<file path="src/rtl/pio_fifo_pkg.sv">
// Shared constants for pio_in_fifo_mm: Avalon addresses, status/control bit
// positions and the level-width helper.
package pio_fifo_pkg;

    localparam logic ADDR_DATA = 1'b0;
    localparam logic ADDR_STAT = 1'b1;

    localparam int unsigned ST_EMPTY   = 0;
    localparam int unsigned ST_FULL    = 1;
    localparam int unsigned ST_OVF     = 2;
    localparam int unsigned ST_TMO     = 3;
    localparam int unsigned ST_LVL_LSB = 16;

    localparam int unsigned CT_FLUSH   = 0;
    localparam int unsigned CT_CLR_OVF = 2;
    localparam int unsigned CT_CLR_TMO = 3;

    // Occupancy needs one bit more than the pointers so that DEPTH is representable.
    function automatic int unsigned lvl_w(input int unsigned depth);
        return $clog2(depth) + 1;
    endfunction

endpackage

</file>
<file path="src/rtl/pio_in_fifo_mm_if.sv">
// Signal bundle for pio_in_fifo_mm: Avalon-MM slave port plus the producer
// valid/ready stream and the level/irq outputs.
interface pio_in_fifo_mm_if
    import pio_fifo_pkg::*;
#(
    parameter int unsigned DATA_W = 128,
    parameter int unsigned DEPTH  = 16
);
    localparam int unsigned LW = lvl_w(DEPTH);

    logic              avs_s0_address;
    logic              avs_s0_read;
    logic              avs_s0_write;
    logic [DATA_W-1:0] avs_s0_writedata;
    logic [DATA_W-1:0] avs_s0_readdata;
    logic              avs_s0_waitrequest;
    logic              block_read;
    logic              in_valid;
    logic [DATA_W-1:0] in_data;
    logic              in_ready;
    logic [LW-1:0]     fifo_level;
    logic              irq;

    modport master (
        output avs_s0_address, avs_s0_read, avs_s0_write, avs_s0_writedata,
        output in_valid, in_data,
        input  avs_s0_readdata, avs_s0_waitrequest, block_read,
        input  in_ready, fifo_level, irq
    );

    modport slave (
        input  avs_s0_address, avs_s0_read, avs_s0_write, avs_s0_writedata,
        input  in_valid, in_data,
        output avs_s0_readdata, avs_s0_waitrequest, block_read,
        output in_ready, fifo_level, irq
    );

endinterface

</file>
<file path="src/rtl/pio_fifo_core.sv">
// Synchronous show-ahead FIFO: head is the oldest entry, combinationally
// visible; push/pop/flush take effect at the clock edge.
module pio_fifo_core
    import pio_fifo_pkg::*;
#(
    parameter  int unsigned DATA_W = 128,
    parameter  int unsigned DEPTH  = 16,
    localparam int unsigned LW     = lvl_w(DEPTH)
) (
    input  logic              clk,
    input  logic              reset,
    input  logic              push,
    input  logic              pop,
    input  logic              flush,
    input  logic [DATA_W-1:0] wdata,
    output logic [DATA_W-1:0] head,
    output logic [LW-1:0]     level,
    output logic [LW-1:0]     level_nxt,
    output logic              full,
    output logic              empty
);
    localparam int unsigned AW = $clog2(DEPTH);

    logic [DATA_W-1:0] mem [DEPTH];
    logic [AW-1:0]     wr_ptr;
    logic [AW-1:0]     rd_ptr;
    logic              push_ok;
    logic              pop_ok;

    assign full    = (level == LW'(DEPTH));
    assign empty   = (level == '0);
    assign head    = mem[rd_ptr];
    assign push_ok = push && !full && !flush;
    assign pop_ok  = pop && !empty && !flush;

    always_comb begin
        level_nxt = level;
        if (flush)
            level_nxt = '0;
        else
            level_nxt = level + LW'(push_ok) - LW'(pop_ok);
    end

    always_ff @(posedge clk) begin
        if (push_ok)
            mem[wr_ptr] <= wdata;
    end

    always_ff @(posedge clk or posedge reset) begin
        if (reset) begin
            wr_ptr <= '0;
            rd_ptr <= '0;
            level  <= '0;
        end else begin
            level <= level_nxt;
            if (flush) begin
                wr_ptr <= '0;
                rd_ptr <= '0;
            end else begin
                if (push_ok)
                    wr_ptr <= wr_ptr + AW'(1);
                if (pop_ok)
                    rd_ptr <= rd_ptr + AW'(1);
            end
        end
    end

endmodule

</file>
<file path="src/rtl/pio_in_fifo_mm.sv">
// Avalon-MM read port over an internal show-ahead FIFO with status/control
// register, sticky errors and level irq. Optional read timeout: PIO_FIFO_TIMEOUT_EN.
module pio_in_fifo_mm
    import pio_fifo_pkg::*;
#(
    parameter int unsigned DATA_W         = 128,
    parameter int unsigned DEPTH          = 16,
    parameter int unsigned IRQ_THRESH     = 1,
    parameter int unsigned TIMEOUT_CYCLES = 1024
) (
    input logic              clk,
    input logic              reset,
    pio_in_fifo_mm_if.slave  bus
);
    localparam int unsigned LW = lvl_w(DEPTH);

    logic              rst_done;
    logic              ovf;
    logic              tmo;
    logic [DATA_W-1:0] head;
    logic [LW-1:0]     level;
    logic [LW-1:0]     level_nxt;
    logic              full;
    logic              empty;
    logic              rd_data;
    logic              rd_stat;
    logic              wr_stat;
    logic              flush;
    logic              clr_ovf;
    logic              push;
    logic              pop;
    logic              ovf_set;
    logic              stall;
    logic              tmo_fire;
    logic              in_ready;
    logic [DATA_W-1:0] status;
    logic              unused_wdata;

    // A write in the same cycle as a read is dropped.
    assign rd_data = bus.avs_s0_read && (bus.avs_s0_address == ADDR_DATA);
    assign rd_stat = bus.avs_s0_read && (bus.avs_s0_address == ADDR_STAT);
    assign wr_stat = bus.avs_s0_write && !bus.avs_s0_read && (bus.avs_s0_address == ADDR_STAT);
    assign flush   = wr_stat && bus.avs_s0_writedata[CT_FLUSH];
    assign clr_ovf = wr_stat && bus.avs_s0_writedata[CT_CLR_OVF];

    assign unused_wdata = ^{bus.avs_s0_writedata[DATA_W-1:3], bus.avs_s0_writedata[1]};

    assign in_ready = rst_done && !full;
    assign push     = bus.in_valid && in_ready && !flush;
    assign ovf_set  = bus.in_valid && full && !flush;
    assign pop      = rd_data && !empty;
    assign stall    = rd_data && empty;

    pio_fifo_core #(
        .DATA_W (DATA_W),
        .DEPTH  (DEPTH)
    ) u_core (
        .clk       (clk),
        .reset     (reset),
        .push      (push),
        .pop       (pop),
        .flush     (flush),
        .wdata     (bus.in_data),
        .head      (head),
        .level     (level),
        .level_nxt (level_nxt),
        .full      (full),
        .empty     (empty)
    );

`ifdef PIO_FIFO_TIMEOUT_EN
    localparam int unsigned CW = $clog2(TIMEOUT_CYCLES);

    logic [CW-1:0] tmo_cnt;
    logic          clr_tmo;

    assign clr_tmo  = wr_stat && bus.avs_s0_writedata[CT_CLR_TMO];
    assign tmo_fire = stall && (tmo_cnt == CW'(TIMEOUT_CYCLES - 1));

    always_ff @(posedge clk or posedge reset) begin
        if (reset)
            tmo_cnt <= '0;
        else if (stall && !tmo_fire)
            tmo_cnt <= tmo_cnt + CW'(1);
        else
            tmo_cnt <= '0;
    end

    always_ff @(posedge clk or posedge reset) begin
        if (reset)
            tmo <= 1'b0;
        else if (tmo_fire)
            tmo <= 1'b1;
        else if (clr_tmo)
            tmo <= 1'b0;
    end
`else
    localparam int unsigned unused_tmo_cycles = TIMEOUT_CYCLES;

    assign tmo_fire = 1'b0;
    assign tmo      = 1'b0;
`endif

    always_comb begin
        status                     = '0;
        status[ST_EMPTY]           = empty;
        status[ST_FULL]            = full;
        status[ST_OVF]             = ovf;
        status[ST_TMO]             = tmo;
        status[ST_LVL_LSB +: LW]   = level;
    end

    always_comb begin
        bus.avs_s0_readdata = '0;
        if (rd_data && !empty)
            bus.avs_s0_readdata = head;
        else if (rd_stat)
            bus.avs_s0_readdata = status;
    end

    assign bus.avs_s0_waitrequest = stall && !tmo_fire;
    assign bus.block_read         = bus.avs_s0_waitrequest;
    assign bus.in_ready           = in_ready;
    assign bus.fifo_level         = level;

    always_ff @(posedge clk or posedge reset) begin
        if (reset)
            rst_done <= 1'b0;
        else
            rst_done <= 1'b1;
    end

    // A new overflow in the clearing cycle survives the clear.
    always_ff @(posedge clk or posedge reset) begin
        if (reset)
            ovf <= 1'b0;
        else if (ovf_set)
            ovf <= 1'b1;
        else if (clr_ovf)
            ovf <= 1'b0;
    end

    always_ff @(posedge clk or posedge reset) begin
        if (reset)
            bus.irq <= 1'b0;
        else
            bus.irq <= (level_nxt >= LW'(IRQ_THRESH));
    end

endmodule
</file>
<file path="src/flat_wrapper.sv">
// flat-port wrapper written by rule: the top's interface ports become plain ports
module pio_in_fifo_mm_flat import pio_fifo_pkg::*;
#(
    parameter int unsigned DATA_W         = 128,
    parameter int unsigned DEPTH          = 16,
    parameter int unsigned IRQ_THRESH     = 1,
    parameter int unsigned TIMEOUT_CYCLES = 1024
)
  (clk, reset, bus_avs_s0_address, bus_avs_s0_read, bus_avs_s0_write, bus_avs_s0_writedata, bus_in_valid, bus_in_data, bus_avs_s0_readdata, bus_avs_s0_waitrequest, bus_block_read, bus_in_ready, bus_fifo_level, bus_irq);
  pio_in_fifo_mm_if #(.DATA_W(DATA_W), .DEPTH(DEPTH)) bus_i ();
  input logic clk;
  input logic reset;
  input wire logic [$bits(bus_i.avs_s0_address)-1:0] bus_avs_s0_address;
  input wire logic [$bits(bus_i.avs_s0_read)-1:0] bus_avs_s0_read;
  input wire logic [$bits(bus_i.avs_s0_write)-1:0] bus_avs_s0_write;
  input wire logic [$bits(bus_i.avs_s0_writedata)-1:0] bus_avs_s0_writedata;
  input wire logic [$bits(bus_i.in_valid)-1:0] bus_in_valid;
  input wire logic [$bits(bus_i.in_data)-1:0] bus_in_data;
  output wire logic [$bits(bus_i.avs_s0_readdata)-1:0] bus_avs_s0_readdata;
  output wire logic [$bits(bus_i.avs_s0_waitrequest)-1:0] bus_avs_s0_waitrequest;
  output wire logic [$bits(bus_i.block_read)-1:0] bus_block_read;
  output wire logic [$bits(bus_i.in_ready)-1:0] bus_in_ready;
  output wire logic [$bits(bus_i.fifo_level)-1:0] bus_fifo_level;
  output wire logic [$bits(bus_i.irq)-1:0] bus_irq;
  assign bus_i.avs_s0_address = bus_avs_s0_address;
  assign bus_i.avs_s0_read = bus_avs_s0_read;
  assign bus_i.avs_s0_write = bus_avs_s0_write;
  assign bus_i.avs_s0_writedata = bus_avs_s0_writedata;
  assign bus_i.in_valid = bus_in_valid;
  assign bus_i.in_data = bus_in_data;
  assign bus_avs_s0_readdata = bus_i.avs_s0_readdata;
  assign bus_avs_s0_waitrequest = bus_i.avs_s0_waitrequest;
  assign bus_block_read = bus_i.block_read;
  assign bus_in_ready = bus_i.in_ready;
  assign bus_fifo_level = bus_i.fifo_level;
  assign bus_irq = bus_i.irq;
  pio_in_fifo_mm #(.DATA_W(DATA_W), .DEPTH(DEPTH), .IRQ_THRESH(IRQ_THRESH), .TIMEOUT_CYCLES(TIMEOUT_CYCLES)) u_core (.clk(clk), .reset(reset), .bus(bus_i));
endmodule
</file>
<file path="config.mk">
export PLATFORM = sky130hd
export DESIGN_NAME = pio_in_fifo_mm_flat
export DESIGN_NICKNAME = d
export VERILOG_FILES = /design/src/rtl/pio_fifo_pkg.sv /design/src/rtl/pio_in_fifo_mm_if.sv /design/src/rtl/pio_fifo_core.sv /design/src/rtl/pio_in_fifo_mm.sv /design/src/flat_wrapper.sv
export SDC_FILE = /design/constraint.sdc
export NUM_CORES = 2
export LEC_CHECK = 0
export ABC_AREA = 1
export BUFFER_PORTS_ARGS = -buffer_cell sky130_fd_sc_hd__buf_2
export CORE_MARGIN = 1
export CORE_UTILIZATION = 61
export CTS_CLUSTER_SIZE = 10
export DETAILED_ROUTE_END_ITERATION = 6
export PLACE_DENSITY_LB_ADDON = 0.08
export SLEW_MARGIN = 20
export SYNTH_ARGS = -nofsm -noshare
export SYNTH_HDL_FRONTEND = slang
export SYNTH_HIERARCHICAL = 1
export SYNTH_SLANG_ARGS = --single-unit
</file>
<file path="constraint.sdc">
create_clock -name clk -period 8.9 [get_ports clk]
set_input_delay 2.67 -clock clk [delete_from_list [all_inputs] [get_ports clk]]
set_output_delay 2.67 -clock clk [all_outputs]
set_load 0.05 [all_outputs]
</file>
Yosys cells after proc, flatten, opt, wreduce, memory -nomap -nowiden
Memories as Yosys holds them, arrays and structs flattened.
Cells that the tools add are included.
- memories: 1
- bits of input ports: 262
- output and inout port bits: 137
- register bits: 16
- memory bits (writable): 2048
- logic and storage cells: 50
- $add $sub $neg: 4
- eq/ne operators: 1
- bitwise logic cells: 1
- order comparisons: 1
- multiplexer cells: 11
- reductions and logical operators: 25
- memories (memory ; words ; width ; rd ports ; clocked after Yosys merged registers in ; wr ports ; line ; source):
    u_core.u_core.mem ; 16 ; 128 ; 1 ; 0 ; 1 ; pio_fifo_core.sv:24 ; logic [DATA_W-1:0] mem [DEPTH];
- operators by type and width (cell ; number):
    $mux W128 ; 1
    $mux W21 ; 1
    $logic_and A1 B1 Y1 ; 17
    $mux W4 ; 4
    $add A4 B1 Y4 const B ; 2
    $reduce_bool A2 Y1 ; 3
    $add A5 B1 Y5 ; 1
    $eq A5 B5 Y1 const B ; 1
    $ge A5 B1 Y1 const B ; 1
    $logic_not A5 Y1 ; 1
    $mux W5 ; 1
    $sub A5 B1 Y5 ; 1
    $logic_not A1 Y1 ; 4
    $mux W1 ; 4
    $not A1 Y1 ; 1

Logic depth before layout (Yosys ltp)
- depth after elaboration: 12
- gate-level depth with buffers: 26
- mapped depth without buffers: 26

Modules after synthesis
Netlist, hierarchy kept.
- modules (own cells, without submodules) (module ; area an instance (sq um) ; instances ; cells an instance ; sequential area each (sq um)):
    pio_fifo_core ; 89050.4 ; 1 ; 8378 ; 61824.3
    pio_in_fifo_mm ; 1358.8 ; 1 ; 309 ; 75.1

Worst setup path after synthesis
OpenSTA, ideal clock, no wires.
- kind: input port to flip-flop
- start: input port bus_avs_s0_read
- end: memory u_core.u_core.mem[3][0], enable pin
- buffers on the path: 1
- stages: 7
- slack: -0.494 ns
- library setup time: 0.616 ns
- arrival time: 8.777 ns
- required time: 8.284 ns
- path through: inv_1 -> nand4_1 -> inv_1 -> inv_1 -> clkbuf_1 -> nand2_1 -> nor2_1
- longest elaborated chain between the ends: 10
- ends and longest elaborated chain (element ; line ; source):
    start, declared ; flat_wrapper.sv:14 ; input wire logic [$bits(bus_i.avs_s0_read)-1:0] bus_avs_s0_read;
    $logic_not A1 Y1 * ; pio_in_fifo_mm.sv:42 ; assign wr_stat = bus.avs_s0_write && !bus.avs_s0_read && (bus.avs_s0_address == ADDR_STAT);
    $logic_and A1 B1 Y1 * (2 in series) ; pio_in_fifo_mm.sv:42 ;
    $logic_and A1 B1 Y1 * ; pio_in_fifo_mm.sv:43 ; assign flush = wr_stat && bus.avs_s0_writedata[CT_FLUSH];
    named net u_core.flush ; pio_in_fifo_mm.sv:28 ; logic flush;
    $logic_not A1 Y1 * ; pio_fifo_core.sv:33, pio_in_fifo_mm.sv:49 ;
    $logic_and A1 B1 Y1 ; pio_in_fifo_mm.sv:49 ; assign push = bus.in_valid && in_ready && !flush;
    $logic_and A1 B1 Y1 ; pio_fifo_core.sv:33 ; assign push_ok = push && !full && !flush;
    $logic_and A1 B1 Y1 * ; pio_fifo_core.sv:33 ;
    $mux W1 * ; pio_fifo_core.sv:45 ; if (push_ok)
    $mux W1 (implied by the code) * ; pio_fifo_core.sv:46 ; mem[wr_ptr] <= wdata;
    end, declared ; pio_fifo_core.sv:24 ;
Mark *: on every way through the listed nets, which the timed path passes. The rest lies on a longest branch.

Final worst setup path
- start: register u_core.u_core.rd_ptr[0]
- end: output port bus_avs_s0_readdata[18]
- longest elaborated chain between the ends: 2
- ends and longest elaborated chain (element ; line ; source):
    start, declared ; pio_fifo_core.sv:26 ; logic [AW-1:0] rd_ptr;
    start signal, assigned ; pio_fifo_core.sv:63 ; rd_ptr <= rd_ptr + AW'(1);
    $mem_v2 Z16 W128 ; - ;
    named net u_core.head[18] ; pio_in_fifo_mm.sv:20 ; logic [DATA_W-1:0] head;
    $mux W128 ; pio_in_fifo_mm.sv:115 ; if (rd_data && !empty)
    end, declared ; flat_wrapper.sv:19 ; output wire logic [$bits(bus_i.avs_s0_readdata)-1:0] bus_avs_s0_readdata;
The timed path passes the listed nets, and every way through them passes these cells.

==> flow_metrics.py <==
metrics = {
    "yosys": {
        "synth_compound_gate_area_share_pct": 0.0830,
        "postSynthRegisterBits": 2064,
        "synth_adder_area_share_pct": 0.174,
        "synth_top_cell_by_area": "edfxtp_1",
        "synthSimpleGateAreaFrac_pct": 20.6,
        "syn-instance-count": 8687,
        "seq_area_frac_synth_pct": 68.5,
        "mappedNetlistArea_um2": 90400,
        "synth_warnings": 6,
        "yosys.area_share.xor_xnor_pct": 0.0388,
        "post-synth-top-area-fraction_pct": 68.0,
        "combinational_family_with_the_most_area_after_synthesis": "simple AND/OR/NAND/NOR gates",
        "ys_types": 24,
        "postSynthAreaPerCell_um2": 10.4,
        "mappedNetlistNets": 8961,
        "synthMuxAreaShare_pct": 0,
        "ys_top_cells_by_area": "edfxtp_1 68%, nand3_1 10%, nand2_1 8.2%, inv_1 8.1%, buf_2 1.4%",
    },
    "place": {
        "post_dp_cell_area_um2": 93000,
        "place_worst_setup_slack_ns": 1.57,
        "gp_congestion": 0.759,
        "io_buffers": 272,
        "detailedPlacementHpwl_um": 98800,
    },
    "floorplan": {
        "fp.dieH_um": 387,
        "initial_standard_cell_utilization_of_the_core_pct": 61.7,
        "chipWidth_um": 387,
        "floorplan.io_pins": 399,
        "fp.coreArea_um2": 146000,
        "floorplan.die_area_um2": 150000,
        "core.rowCount": 140,
    },
    "layout": {
        "areaGrowthSynthToFinish_pct": 9.58,
        "filler_cell_count": 10800,
        "postLayoutCellArea_um2": 99100,
        "drive_above_1_share_pct": 8.62,
        "layout.nets": 9089,
    },
    "power": {
        "p_total_w": 0.0278,
        "leakagePower_nw": 42.9,
        "power.density_cell_area_nw_per_um2": 280,
        "worst_supply_voltage_drop_on_vdd_uv": 448,
    },
    "clocking": {
        "clk_pin_slew_ns": 0.05,
        "h_tree_depth": 4,
        "clk_latency_ns": 0.81,
        "post-cts-setup-buffers": 0,
        "clockBufferDepth": 3,
        "number_of_cts_inserted_buffers": 226,
        "clockRootBuffer": "clkbuf_16",
        "clkSinkCount": 2064,
        "cts_tree": "done",
        "cts_hold_buffers": 0,
        "cts_resized": 0,
    },
    "timing": {
        "slew_viol_final": 0,
        "rsz_0062_raised_after_global_routing": "no",
        "setup_viol": 0,
        "final.period_utilization_pct": 82.5,
        "hold_slack_ns": 0.485,
        "fmax_ghz": 0.136,
        "final.setup_skew_ns": 0.0304,
        "timing.final.hold_violations": 0,
        "worstMarginPinSlew_ns": 1.46,
        "fin_crit_ns": 7.34,
        "timing.max_slew.rel_slack_pct": 2.53,
        "layout_setup_ws_ns": 1.56,
    },
    "critical_path": {
        "critical_path.reg2reg.startpoint": "u_core/u_core/level[2]",
        "arrival_time_at_the_worst_endpoint_ns": 4.67,
        "critical_path.reg2reg.endpoint": "u_core/bus.irq",
        "rrSetupSlack_ns": 4.66,
        "timing.reg2reg.worst_path_depth": 22,
        "critPathMaxFanout": 248,
        "worst-endpoint-required_ns": 6.23,
        "crit_path_end_kind": "output pin",
        "criticalPathCategory": "flip-flop to output pin",
        "start_kind": "flip-flop",
    },
    "worst_hold_path": {
        "worstHoldPathCells": 2,
        "holdPathEnd": "u_core/ovf",
        "worst_hold_start": "u_core/ovf",
        "worst_hold_path_type": "flip-flop to flip-flop",
    },
    "drt": {
        "drt_pass1_iterations": 6,
        "vias_per_cell": 5.49,
        "detail-route-antenna-nets": 0,
        "drt_drc_violations_left": 0,
        "iter_0_drt_violations": 5489,
        "routed_wl_um": 218000,
        "via_count": 59300,
        "wl_per_cell_um": 20.2,
    },
    "grt": {
        "grt_start_max_net_pins": 249,
        "grt_util_met2_pct": 47.7,
        "groute.layer.met3.usage_pct": 5.25,
        "antenna_found_initial": 35,
        "global_route.usage.met1_pct": 39.5,
        "grt_most_used_layer": "met2",
        "grt.total_usage_pct": 29.1,
        "first_global_vias": 57200,
        "globalRouteOverflowTotal": 0,
        "grt_pass1_wl_um": 331000,
    },
    "job": {
        "timing.max_cap.violations": 0,
    },
    "run_status": {
        "status": "finished, final reports clean",
    },
}
## worst max-delay path by stage
stage | slack (ns) | to | depth (start not counted) | startpoint
after floorplan | -0.49 | u_core/u_core/mem[3][0] | 7 | bus_avs_s0_read
after global placement | 1.65 | bus_avs_s0_readdata[58] | 5 | bus_avs_s0_address
after detailed placement | 1.57 | bus_avs_s0_readdata[69] | 5 | bus_avs_s0_address
after CTS | 1.57 | bus_avs_s0_readdata[69] | 5 | bus_avs_s0_address
after global routing | 1.44 | bus_avs_s0_readdata[58] | 5 | bus_avs_s0_address
final | 1.56 | bus_avs_s0_readdata[18] | 10 | u_core/u_core/rd_ptr[0]
## registers in the layout, indices dropped and copies added, names as in the netlist
register and count:
u_core/u_core/level 5, u_core/bus.irq 1, u_core/u_core/mem 2048, u_core/rst_done 1
u_core/u_core/wr_ptr 4, u_core/u_core/rd_ptr 4, u_core/ovf 1
## worst max-delay path: stages, from the launching register on
cell	delay, ns
dfrtp_4	0.73
buf_12	0.49
buf_12	0.56
or2_2	0.27
nand3_1	0.07
nand3_1	0.10
nand3_1	0.10
nand2_1	0.16
inv_1	0.06
o21ai_0	0.17
buf_2	0.33
## report_power, final
| part | switching, W | internal (W) | total (W) |
|---|---|---|---|
| clock | 0.00340 | 0.00461 | 0.00800 |
| combinational | 0.00619 | 0.00230 | 0.00849 |
| sequential | 0.000172 | 0.0111 | 0.0113 |
| total | 0.00976 | 0.0180 | 0.0278 |
## layout make-up
cell class                      count  area, um2  area share, %
Multi-Input combinational cell   4217      19000           19.2
Clock inverter                      9       62.6         0.0631
Inverter                         1962       7390           7.46
Timing Repair Buffer              344       2290           2.31
Tap cell                         1917       2400           2.42
Sequential cell                  2064      61900           62.5
Antenna cell                        8       20.0         0.0202
Clock buffer                      264       5970           6.02
## cell families after synthesis
kind of cell,count (synthesis)
buf+inv,2406
simple gates,4185
xor+xnor,4
compound gates,15
other cells,1
fa+ha+maj,12
flops,2064
## layer usage
layer,vias to the layer above,routed length (um),part of all wire (%)
met1,28600,90100,41
met5,-,249,0.11
met3,479,17500,8.0
met2,2200,104000,48
li1,28000,-,-
met4,44,6430,2.9
## cell usage after synthesis
library cell and instances:
nor3_1 2, a21oi_1 3, xor2_1 4, buf_6 17
or2_2 155, nor2_1 152, buf_4 33, dfrtp_1 16
clkbuf_1 95, nand4_1 5, nand2_1 1968, inv_1 1960
conb_1 1, clkbuf_8 1, buf_2 249, fa_1 1
buf_1 49, ha_1 11, or2_1 101, edfxtp_1 2048
nand3b_4 1, inv_2 2, nand3_1 1801, o21ai_0 12
## stage by stage
stage | TNS (ns) | utilization (%) | cells
CTS | 0 | 67.6 | 10800
finish | 0 | 67.7 | 10800
global placement | 0 | 63.5 | 10500
global route | 0 | 67.6 | 10800
floorplan | -359.85 | - | 8687
detailed placement | 0 | 63.5 | 10500
## cell usage in the layout (no fill, tap or decap), types with 8 or more instances in the layout
| cell type | Yosys | final |
|---|---|---|
| clkbuf_16 | 0 | 234 |
| or2_1 | 101 | 101 |
| dfrtp_1 | 16 | 12 |
| diode_2 | 0 | 8 |
| buf_2 | 249 | 272 |
| buf_4 | 33 | 41 |
| clkbuf_1 | 95 | 30 |
| nand3_1 | 1801 | 1801 |
| o21ai_0 | 12 | 12 |
| buf_12 | 0 | 31 |
| ha_1 | 11 | 11 |
| inv_1 | 1960 | 1958 |
| nand2_1 | 1968 | 1968 |
| edfxtp_1 | 2048 | 2048 |
| nor2_1 | 152 | 136 |
| nor2_4 | 0 | 16 |
| or2_2 | 155 | 155 |
Note: power is estimated with default switching activity, not from simulation.
